[src/rtl/mul_csa_resolve_pkg.sv]
// Shared types for the multiplier carry-propagate stage: XLEN default,
// RV32M multiply funct3 codes, and the S1/S2 pipeline register layouts.
package mul_pkg;

    localparam int XLEN = 32;

    localparam logic [2:0] MUL    = 3'b000;
    localparam logic [2:0] MULH   = 3'b001;
    localparam logic [2:0] MULHSU = 3'b010;
    localparam logic [2:0] MULHU  = 3'b011;

    typedef struct packed {
        logic [XLEN-1:0] lo;
        logic            c1;
        logic [XLEN-1:0] sum_hi;
        logic [XLEN-1:0] carry_hi;
        logic            hi_sel;
        logic [4:0]      rd;
    } mul_s1_t;

    typedef struct packed {
        logic [XLEN-1:0] result;
        logic [4:0]      rd;
    } mul_s2_t;

    // Every code other than MUL (including unused ones) selects the high word.
    function automatic logic sel_hi(input logic [2:0] funct3);
        return funct3 != MUL;
    endfunction

endpackage

[src/rtl/mul_csa_resolve_if.sv]
// Handshake bundle between the compressor tree, this resolve stage and the
// execute stage. slave = the resolve block, master = producer/consumer side.
interface mul_csa_resolve_if
    import mul_pkg::*;
#(
    parameter int XLEN = mul_pkg::XLEN
);
    logic              in_valid;
    logic              in_ready;
    logic [2*XLEN-1:0] in_sum;
    logic [2*XLEN-1:0] in_carry;
    logic [2:0]        in_funct3;
    logic [4:0]        in_rd;
    logic              out_valid;
    logic              out_ready;
    logic [XLEN-1:0]   out_result;
    logic [4:0]        out_rd;

    modport slave (
        input  in_valid, in_sum, in_carry, in_funct3, in_rd, out_ready,
        output in_ready, out_valid, out_result, out_rd
    );

    modport master (
        output in_valid, in_sum, in_carry, in_funct3, in_rd, out_ready,
        input  in_ready, out_valid, out_result, out_rd
    );
endinterface

[src/rtl/mul_csa_resolve_cpa.sv]
// XLEN-bit carry-propagate adder with carry-in and carry-out; one instance
// resolves the low word, another the high word using the low carry-out.
module cpa_xlen #(
    parameter int W = 32
) (
    input  logic [W-1:0] a,
    input  logic [W-1:0] b,
    input  logic         cin,
    output logic [W-1:0] sum,
    output logic         cout
);
    // Widen by one bit so the carry-out falls out of the addition.
    assign {cout, sum} = {1'b0, a} + {1'b0, b} + {{W{1'b0}}, cin};
endmodule

[src/rtl/mul_csa_resolve.sv]
// Final carry-propagate stage of the Wallace multiplier: resolves sum/carry
// into a product over two pipeline stages (low word, then high word) and
// returns the RV32M-selected word over valid/ready.
// Optional macro MUL_RESOLVE_LOW_FASTPATH_EN: MUL results retire straight
// from S1 when S2 is empty and the consumer is ready (1-cycle latency).
module mul_csa_resolve
    import mul_pkg::*;
(
    input  logic                     clk,
    input  logic                     rst,
    input  logic                     flush,
    mul_csa_resolve_if.slave         bus,
    output logic                     busy
);

    mul_s1_t         s1_q, s1_d;
    mul_s2_t         s2_q, s2_d;
    logic            s1_valid_q, s1_valid_d;
    logic            s2_valid_q, s2_valid_d;

    logic [XLEN-1:0] lo_sum;
    logic            lo_cout;
    logic [XLEN-1:0] hi_sum;
    logic            hi_cout_unused;

    logic            s2_free;
    logic            s1_adv;
    logic            s1_to_s2;
    logic            fast_vld;
    logic            accept;

    cpa_xlen #(.W(XLEN)) u_cpa_lo (
        .a    (bus.in_sum[XLEN-1:0]),
        .b    (bus.in_carry[XLEN-1:0]),
        .cin  (1'b0),
        .sum  (lo_sum),
        .cout (lo_cout)
    );

    // High word wraps to XLEN bits, so its carry-out is intentionally dropped.
    cpa_xlen #(.W(XLEN)) u_cpa_hi (
        .a    (s1_q.sum_hi),
        .b    (s1_q.carry_hi),
        .cin  (s1_q.c1),
        .sum  (hi_sum),
        .cout (hi_cout_unused)
    );

    // Handshake, advance decisions, next-state for both stages and outputs.
    always_comb begin
        s2_free  = !s2_valid_q || bus.out_ready;
        s1_adv   = s1_valid_q && s2_free;
`ifdef MUL_RESOLVE_LOW_FASTPATH_EN
        fast_vld = s1_valid_q && !s1_q.hi_sel && !s2_valid_q;
`else
        fast_vld = 1'b0;
`endif
        // A fast-path retirement leaves S1 without entering S2.
        s1_to_s2 = s1_adv && !(fast_vld && bus.out_ready);

        bus.in_ready = !flush && (!s1_valid_q || s1_adv);
        accept       = bus.in_valid && bus.in_ready;

        s1_d       = s1_q;
        s1_valid_d = s1_valid_q;
        if (accept) begin
            s1_d.lo       = lo_sum;
            s1_d.c1       = lo_cout;
            s1_d.sum_hi   = bus.in_sum[2*XLEN-1:XLEN];
            s1_d.carry_hi = bus.in_carry[2*XLEN-1:XLEN];
            s1_d.hi_sel   = sel_hi(bus.in_funct3);
            s1_d.rd       = bus.in_rd;
            s1_valid_d    = 1'b1;
        end else if (s1_adv) begin
            s1_valid_d = 1'b0;
        end

        s2_d       = s2_q;
        s2_valid_d = s2_valid_q;
        if (s1_to_s2) begin
            s2_d.result = s1_q.hi_sel ? hi_sum : s1_q.lo;
            s2_d.rd     = s1_q.rd;
            s2_valid_d  = 1'b1;
        end else if (bus.out_ready) begin
            s2_valid_d = 1'b0;
        end

        if (flush) begin
            s1_valid_d = 1'b0;
            s2_valid_d = 1'b0;
        end

        bus.out_valid = s2_valid_q || fast_vld;
`ifdef MUL_RESOLVE_LOW_FASTPATH_EN
        bus.out_result = s2_valid_q ? s2_q.result : s1_q.lo;
        bus.out_rd     = s2_valid_q ? s2_q.rd     : s1_q.rd;
`else
        bus.out_result = s2_q.result;
        bus.out_rd     = s2_q.rd;
`endif
        busy = s1_valid_q || s2_valid_q;
    end

    // Pipeline registers; reset clears valids and the visible result/tag.
    always_ff @(posedge clk) begin
        if (rst) begin
            s1_valid_q <= 1'b0;
            s2_valid_q <= 1'b0;
            s1_q       <= '0;
            s2_q       <= '0;
        end else begin
            s1_valid_q <= s1_valid_d;
            s2_valid_q <= s2_valid_d;
            s1_q       <= s1_d;
            s2_q       <= s2_d;
        end
    end

endmodule

[src/flat_wrapper.sv]
// flat-port wrapper written by rule: the top's interface ports become plain ports
module mul_csa_resolve_flat import mul_pkg::*;
  (clk, rst, flush, busy, bus_in_valid, bus_in_sum, bus_in_carry, bus_in_funct3, bus_in_rd, bus_out_ready, bus_in_ready, bus_out_valid, bus_out_result, bus_out_rd);
  mul_csa_resolve_if bus_i ();
  input  logic clk;
  input  logic rst;
  input  logic flush;
  output logic busy;
  input wire logic [$bits(bus_i.in_valid)-1:0] bus_in_valid;
  input wire logic [$bits(bus_i.in_sum)-1:0] bus_in_sum;
  input wire logic [$bits(bus_i.in_carry)-1:0] bus_in_carry;
  input wire logic [$bits(bus_i.in_funct3)-1:0] bus_in_funct3;
  input wire logic [$bits(bus_i.in_rd)-1:0] bus_in_rd;
  input wire logic [$bits(bus_i.out_ready)-1:0] bus_out_ready;
  output wire logic [$bits(bus_i.in_ready)-1:0] bus_in_ready;
  output wire logic [$bits(bus_i.out_valid)-1:0] bus_out_valid;
  output wire logic [$bits(bus_i.out_result)-1:0] bus_out_result;
  output wire logic [$bits(bus_i.out_rd)-1:0] bus_out_rd;
  assign bus_i.in_valid = bus_in_valid;
  assign bus_i.in_sum = bus_in_sum;
  assign bus_i.in_carry = bus_in_carry;
  assign bus_i.in_funct3 = bus_in_funct3;
  assign bus_i.in_rd = bus_in_rd;
  assign bus_i.out_ready = bus_out_ready;
  assign bus_in_ready = bus_i.in_ready;
  assign bus_out_valid = bus_i.out_valid;
  assign bus_out_result = bus_i.out_result;
  assign bus_out_rd = bus_i.out_rd;
  mul_csa_resolve u_core (.clk(clk), .rst(rst), .flush(flush), .bus(bus_i), .busy(busy));
endmodule
[config.mk]
export PLATFORM = sky130hd
export DESIGN_NAME = mul_csa_resolve_flat
export DESIGN_NICKNAME = d
export VERILOG_FILES = /design/src/rtl/mul_csa_resolve_pkg.sv /design/src/rtl/mul_csa_resolve_if.sv /design/src/rtl/mul_csa_resolve_cpa.sv /design/src/rtl/mul_csa_resolve.sv /design/src/flat_wrapper.sv
export SDC_FILE = /design/constraint.sdc
export NUM_CORES = 1
export LEC_CHECK = 0
export CAP_MARGIN = 20
export CORE_MARGIN = 4
export CORE_UTILIZATION = 33
export CTS_CLUSTER_SIZE = 16
export DETAILED_ROUTE_END_ITERATION = 6
export DONT_BUFFER_PORTS = 1
export SYNTH_ARGS = -nofsm -noshare
export SYNTH_HDL_FRONTEND = slang
export SYNTH_SLANG_ARGS = --single-unit
[constraint.sdc]
create_clock -name clk -period 5.5 [get_ports clk]
set_input_delay 1.1 -clock clk [delete_from_list [all_inputs] [get_ports clk]]
set_output_delay 1.1 -clock clk [all_outputs]
set_load 0.02 [all_outputs]
==> results.cfg, run 1 <==
[timing]
clock.fmax_mhz = 313
tns_ns = 0
fin_crit_ns = 3.19
finClkSkew_ns = 0.00760
setup_viol = 0
slew-limit-headroom = 0.289
min_period_over_period = 0.581
report.final.slew_viol_count = 0
hold_violations = 0
rsz0062_at_grt = false
tightest_slew_ns = 1.07

[synth]
yosysTopAreaCell = dfxtp_1
synth_edf_count = 0
syn_avg_cell_area_um2 = 7.64
synth-seq-cells = 142
synth_nets = 1385
ys_warn_count = 0
synth_area_leaders = dfxtp_1 32%, nand2_1 9.5%, a21oi_1 9.4%
synth_ff_type = dfxtp_1
synth_seq_area_share = 0.316
netlist_instances = 1179
netlist_area_mm2 = 0.00901
async_flop_share = 0
ys_types = 75
synth_top_area_frac = 0.316

[floorplan]
die_x_um = 173
coreArea_mm2 = 0.0269
num_rows = 60
die_h_um = 173
floorplan.io_pins = 181
die-area_mm2 = 0.0300
start_util = 0.335

[finish]
final_net_count = 1335
antenna_cells = 0
areaGrowthSynthToFinish_pct = 8.36
final_layout_size_suffix_gt1_frac = 0.0552
final_core_util = 0.363

[clocking]
clk_latency_ns = 0.41
htreeDepth = 4
post_cts_buffers = 0
ctsResizeCount = 0
cts_sinks = 142
clk_pin_slew_ns = 0.06
cts_made_buffers = 17
cts.path.max_buffers = 2
cts_tree = done
cts_root_buf = clkbuf_16
postCtsHoldBufs = 0

[run]
drv_cap = 0

[detailed_routing]
ant_nets = 0
drc = 0
vias = 8249
drt_iter0_markers = 431
first_pass_iters = 5
drt-total-wl_um = 26900
routedWlPerCell_um = 18.1
routed_via_density = 5.57

[placed_design]
io_buffers = 0
place_hpwl_um = 20100
gp_congestion = 0.871

[global_routing]
grt_max_degree = 141
grt_use_total = 0.172
gr-total-overflow = 0
antenna_found_initial = 0
grt_pass1_wl_um = 42400
grt_pass1_vias = 8049

[power_and_ir_drop]
max-vdd-ir-drop_uv = 176
total_leakage_power_nw = 3.64
power_density_mw_per_mm2 = 288

[worst_setup_path]
reg2reg_depth = 9
r2r-start = u_core.s1_q[70]
cp.arrival_ns = 3.48
crit_path_end_kind = register
r2r_end = u_core.bus.out_result[26]
worst_setup_path_start_kind = register
path_class = register to register
worstPathRequired_ns = 5.78
r2r_slack_ns = 2.31
startpoint = u_core.s1_q[70]
worstSetupEndpoint = u_core.bus.out_result[26]
critPathMaxFanout = 4

[hold_path]
hp-class = register to register

[status]
status = complete, no violations
metal layers:
metal,global-route usage,vias up,share of wire,wire length (µm)
met2,0.282,217,0.46,12300
met3,0.0539,32,0.071,1900
met4,0.0545,0,0.022,597
met5,0,-,0,0
met1,0.218,3850,0.45,12100
li1,-,4150,-,-
cells by family (layout without fill, tap and decap cells):
logic type | Yosys count | count (layout) | share of synthesized area
buf+inv | 96 | 58 | 0.0468
mux | 16 | 16 | 0.0178
fa+ha+maj | 65 | 65 | 0.0928
compound gates | 384 | 384 | 0.269
flops | 142 | 142 | 0.316
xor+xnor | 33 | 33 | 0.0321
simple gates | 443 | 443 | 0.226
per-stage QoR:
step | hold WS, ns | power [mW] | setup slack, ns | area (µm²) | std cells
after floorplan | 0.417 | 1.52 | 2.34 | 9010 | 1179
after global placement | 0.433 | 1.61 | 2.14 | 9140 | 1451
after detailed placement | 0.441 | 1.61 | 2.08 | 9140 | 1451
after CTS | 0.452 | 2.84 | 2.32 | 9760 | 1482
after global routing | 0.470 | 2.95 | 2.12 | 9760 | 1482
final | 0.451 | 2.81 | 2.31 | 9760 | 1482
synthesized netlist by cell type, types with 5 or more instances:
cell / count
inv_1: 23
nor2b_1: 7
nor4_1: 5
nor3_1: 30
o21bai_1: 14
buf_2: 8
a21o_1: 22
mux2i_1: 16
o21a_1: 12
nor2_1: 63
and3_1: 13
a21oi_1: 169
clkbuf_1: 49
nand3_1: 27
o211ai_1: 14
dfxtp_1: 142
o21ai_0: 42
and2_1: 5
a211oi_1: 26
a2111oi_0: 5
o22ai_1: 10
buf_1: 9
ha_1: 62
nor3b_1: 11
o21ai_1: 9
or3_1: 14
xor2_1: 11
nand2_1: 228
xnor2_1: 22
nand4_1: 12
a31oi_1: 9
report_power, final:
part	total [mW]	leakage [nW]	switching [mW]	internal, mW
Clock	1.22	0.306	0.441	0.779
Combinational	0.454	2.17	0.278	0.176
Sequential	1.14	1.16	0.0544	1.08
Total	2.81	3.64	0.773	2.04
worst min path at each step:
| stage | cells past startpoint | end | from | slack (ns) |
|---|---|---|---|---|
| global route | 2 | u_core.s1_q[86] | u_core.s1_q[86] | 0.47 |
| finish | 2 | u_core.s1_q[92] | u_core.s1_q[92] | 0.45 |
| floorplan | 2 | u_core.s1_q[88] | u_core.s1_q[88] | 0.42 |
| CTS | 2 | u_core.s1_q[92] | u_core.s1_q[92] | 0.45 |
| global placement | 2 | u_core.s1_q[86] | u_core.s1_q[86] | 0.43 |
| detailed placement | 2 | u_core.bus.out_rd[1] | u_core.s1_q[1] | 0.44 |
state kept, by name, indices dropped and copies added, names as in the netlist:
signal                 cells
u_core.s1_q              103
u_core.s1_valid_q          1
u_core.bus.out_valid       1
u_core.bus.out_rd          5
u_core.bus.out_result     32
critical path: stages (launching register included):
cell and delay, ns:
dfxtp_1 0.38, fa_1 0.49, fa_1 0.42, a21oi_1 0.25, o211ai_1 0.20, nand3_1 0.15, nand3_1 0.20, a31oi_1 0.39
xor2_1 0.15, a2111oi_0 0.44
layout by cell type (no fill, tap or decap), types with 13 or more instances in the layout:
cell / n
a21o_1: 22
dfxtp_1: 141
o21bai_1: 14
o21ai_0: 42
nor2_1: 62
nor3_1: 30
xnor2_1: 22
ha_1: 62
a21oi_1: 169
inv_1: 23
nand3_1: 27
mux2i_1: 16
o211ai_1: 14
or3_1: 14
clkbuf_16: 17
nand2_1: 228
a211oi_1: 26
and3_1: 13
area by class of cell:
class | instances | area (µm²)
multi-input cells | 941 | 5750
well taps | 341 | 427
fillers | 2889 | 17100
repair buffers | 4 | 30.0
inverters | 23 | 86.3
flip-flops and latches | 142 | 2840
clock inverters | 11 | 165
clock buffers | 20 | 457
(Power assumes the default switching activity.)
==> run 2, diff against run 1 <==
==> constraint.sdc (replaced) <==
create_clock -name clk -period 3 [get_ports clk]
set_input_delay 0.6 -clock clk [delete_from_list [all_inputs] [get_ports clk]]
set_output_delay 0.6 -clock clk [all_outputs]
set_load 0.02 [all_outputs]
==> results.cfg, run 2 (synthesized netlist as in run 1, its figures left out) <==
[status]
status = complete, no violations

[timing]
setup_viol = 0
finalHoldWorstSlack_ns = 0.240
tightest_slew_ns = 0.689
clock.fmax_mhz = 358
slew-limit-headroom = 0.541
final.setup.worst_slack_ns = 0.208
report.final.slew_viol_count = 0
min_period_over_period = 0.931
hold_violations = 0
finClkSkew_ns = 0.0109
fin_crit_ns = 2.79
tns_ns = 0

[finish]
top_register = u_core.s1_q
fin_area_mm2 = 0.00987
largest_reg_flops = 103
final-instance-count-excl-fill = 1493
layout_commonest_cell = nand2_1
final_net_count = 1346
final_core_util = 0.367
final_layout_size_suffix_gt1_frac = 0.0686
antenna_cells = 0
mostFrequentLayoutCells = 228 x nand2_1, 168 x a21oi_1, 141 x dfxtp_1
areaGrowthSynthToFinish_pct = 9.57

[floorplan]
die_h_um = 173
floorplan.io_pins = 181
num_rows = 60
die-area_mm2 = 0.0300
start_util = 0.335
coreArea_mm2 = 0.0269
die_x_um = 173

[hold_path]
min_from = flush
hp-class = input port to register

[clocking]
cts_made_buffers = 17
cts.path.max_buffers = 2
clk_latency_ns = 0.42
cts_root_buf = clkbuf_16
htreeDepth = 4
cts_tree = done
clk_pin_slew_ns = 0.06
cts_sinks = 142

[worst_setup_path]
cp.buffers_inverters = 0
r2r_end = u_core.bus.out_result[14]
crit_family = compound AO/OA/AOI/OAI gates
cp_common_cell = fa_1
r2r-start = u_core.s1_q[70]
critPathMaxFanout = 6
worst_setup_path_start_kind = register
reg2reg_depth = 9
crit_chain = fa_1 > fa_1 > a21oi_2 > o211ai_1 > nand3_2 > nand3b_1 > a21boi_1 > xor2_1 > a2111oi_1
crit_path_end_kind = register
cp_slowest_cell = fa_1
startpoint = u_core.s1_q[70]
cp.arrival_ns = 3.10
r2r_slack_ns = 0.21
worstSetupEndpoint = u_core.bus.out_result[14]
crit_path_max_incr_delay_ns = 0.48
path_class = register to register
cp.depth = 9
worstPathRequired_ns = 3.31

[detailed_routing]
routedWlPerCell_um = 18.4
first_pass_iters = 5
drt_iter0_markers = 424
ant_nets = 0
drc = 0
drt-total-wl_um = 27400
vias = 8340
routed_via_density = 5.59

[power_and_ir_drop]
power_density_mw_per_mm2 = 515
report.power.total_mw = 5.08
total_leakage_power_nw = 3.69
max-vdd-ir-drop_uv = 343

[placed_design]
dpl_worst_slack_ns = 0.0411
io_buffers = 0
gp_congestion = 0.874
placedInstanceArea_mm2 = 0.00923
place_hpwl_um = 20500
placedCellCount = 1460

[global_routing]
grt_max_degree = 141
grt_use_total = 0.176
antenna_found_initial = 0
grt_pass1_wl_um = 43100
grt_pass1_vias = 8048
gr-total-overflow = 0

[run]
drv_cap = 0
run 2: cell type report:
| class | instances | area (µm²) |
|---|---|---|
| clock inverter | 11 | 143 |
| multi-input combinational | 941 | 5790 |
| inverter | 23 | 86.3 |
| clock buffer | 20 | 447 |
| fill | 2843 | 17000 |
| timing repair buffer | 15 | 138 |
| tap | 341 | 427 |
| sequential | 142 | 2840 |
run 2: layer usage:
| metal | up-vias | GRT usage | share of wire |
|---|---|---|---|
| met1 | 3915 | 0.228 | 0.45 |
| met4 | 0 | 0.0432 | 0.016 |
| li1 | 4168 | - | - |
| met2 | 228 | 0.290 | 0.47 |
| met5 | - | 0 | 0 |
| met3 | 29 | 0.0493 | 0.061 |
run 2: how the worst min path moves through the flow:
stage                                end  slack [ns]  depth (start not counted)
floorplan                u_core.s1_q[88]        0.42                          2
global placement    u_core.bus.out_rd[4]        0.43                          2
detailed placement        u_core.s1_q[4]        0.45                          2
CTS                 u_core.bus.out_valid        0.22                          1
global route        u_core.bus.out_valid        0.22                          1
finish              u_core.bus.out_valid        0.24                          1
run 2: repair_timing:
action,in CTS,in global routing
endpoints found under the hold margin,0,0
hold buffers,0,0
endpoints found under the setup margin,0,12
setup buffers,0,2
gates resized for setup,0,8
run 2: power by group:
part           total (mW)  switching (mW)  internal, mW
registers            2.08          0.0991          1.99
logic               0.845           0.511         0.334
clock network        2.15           0.833          1.32
total                5.08            1.44          3.64
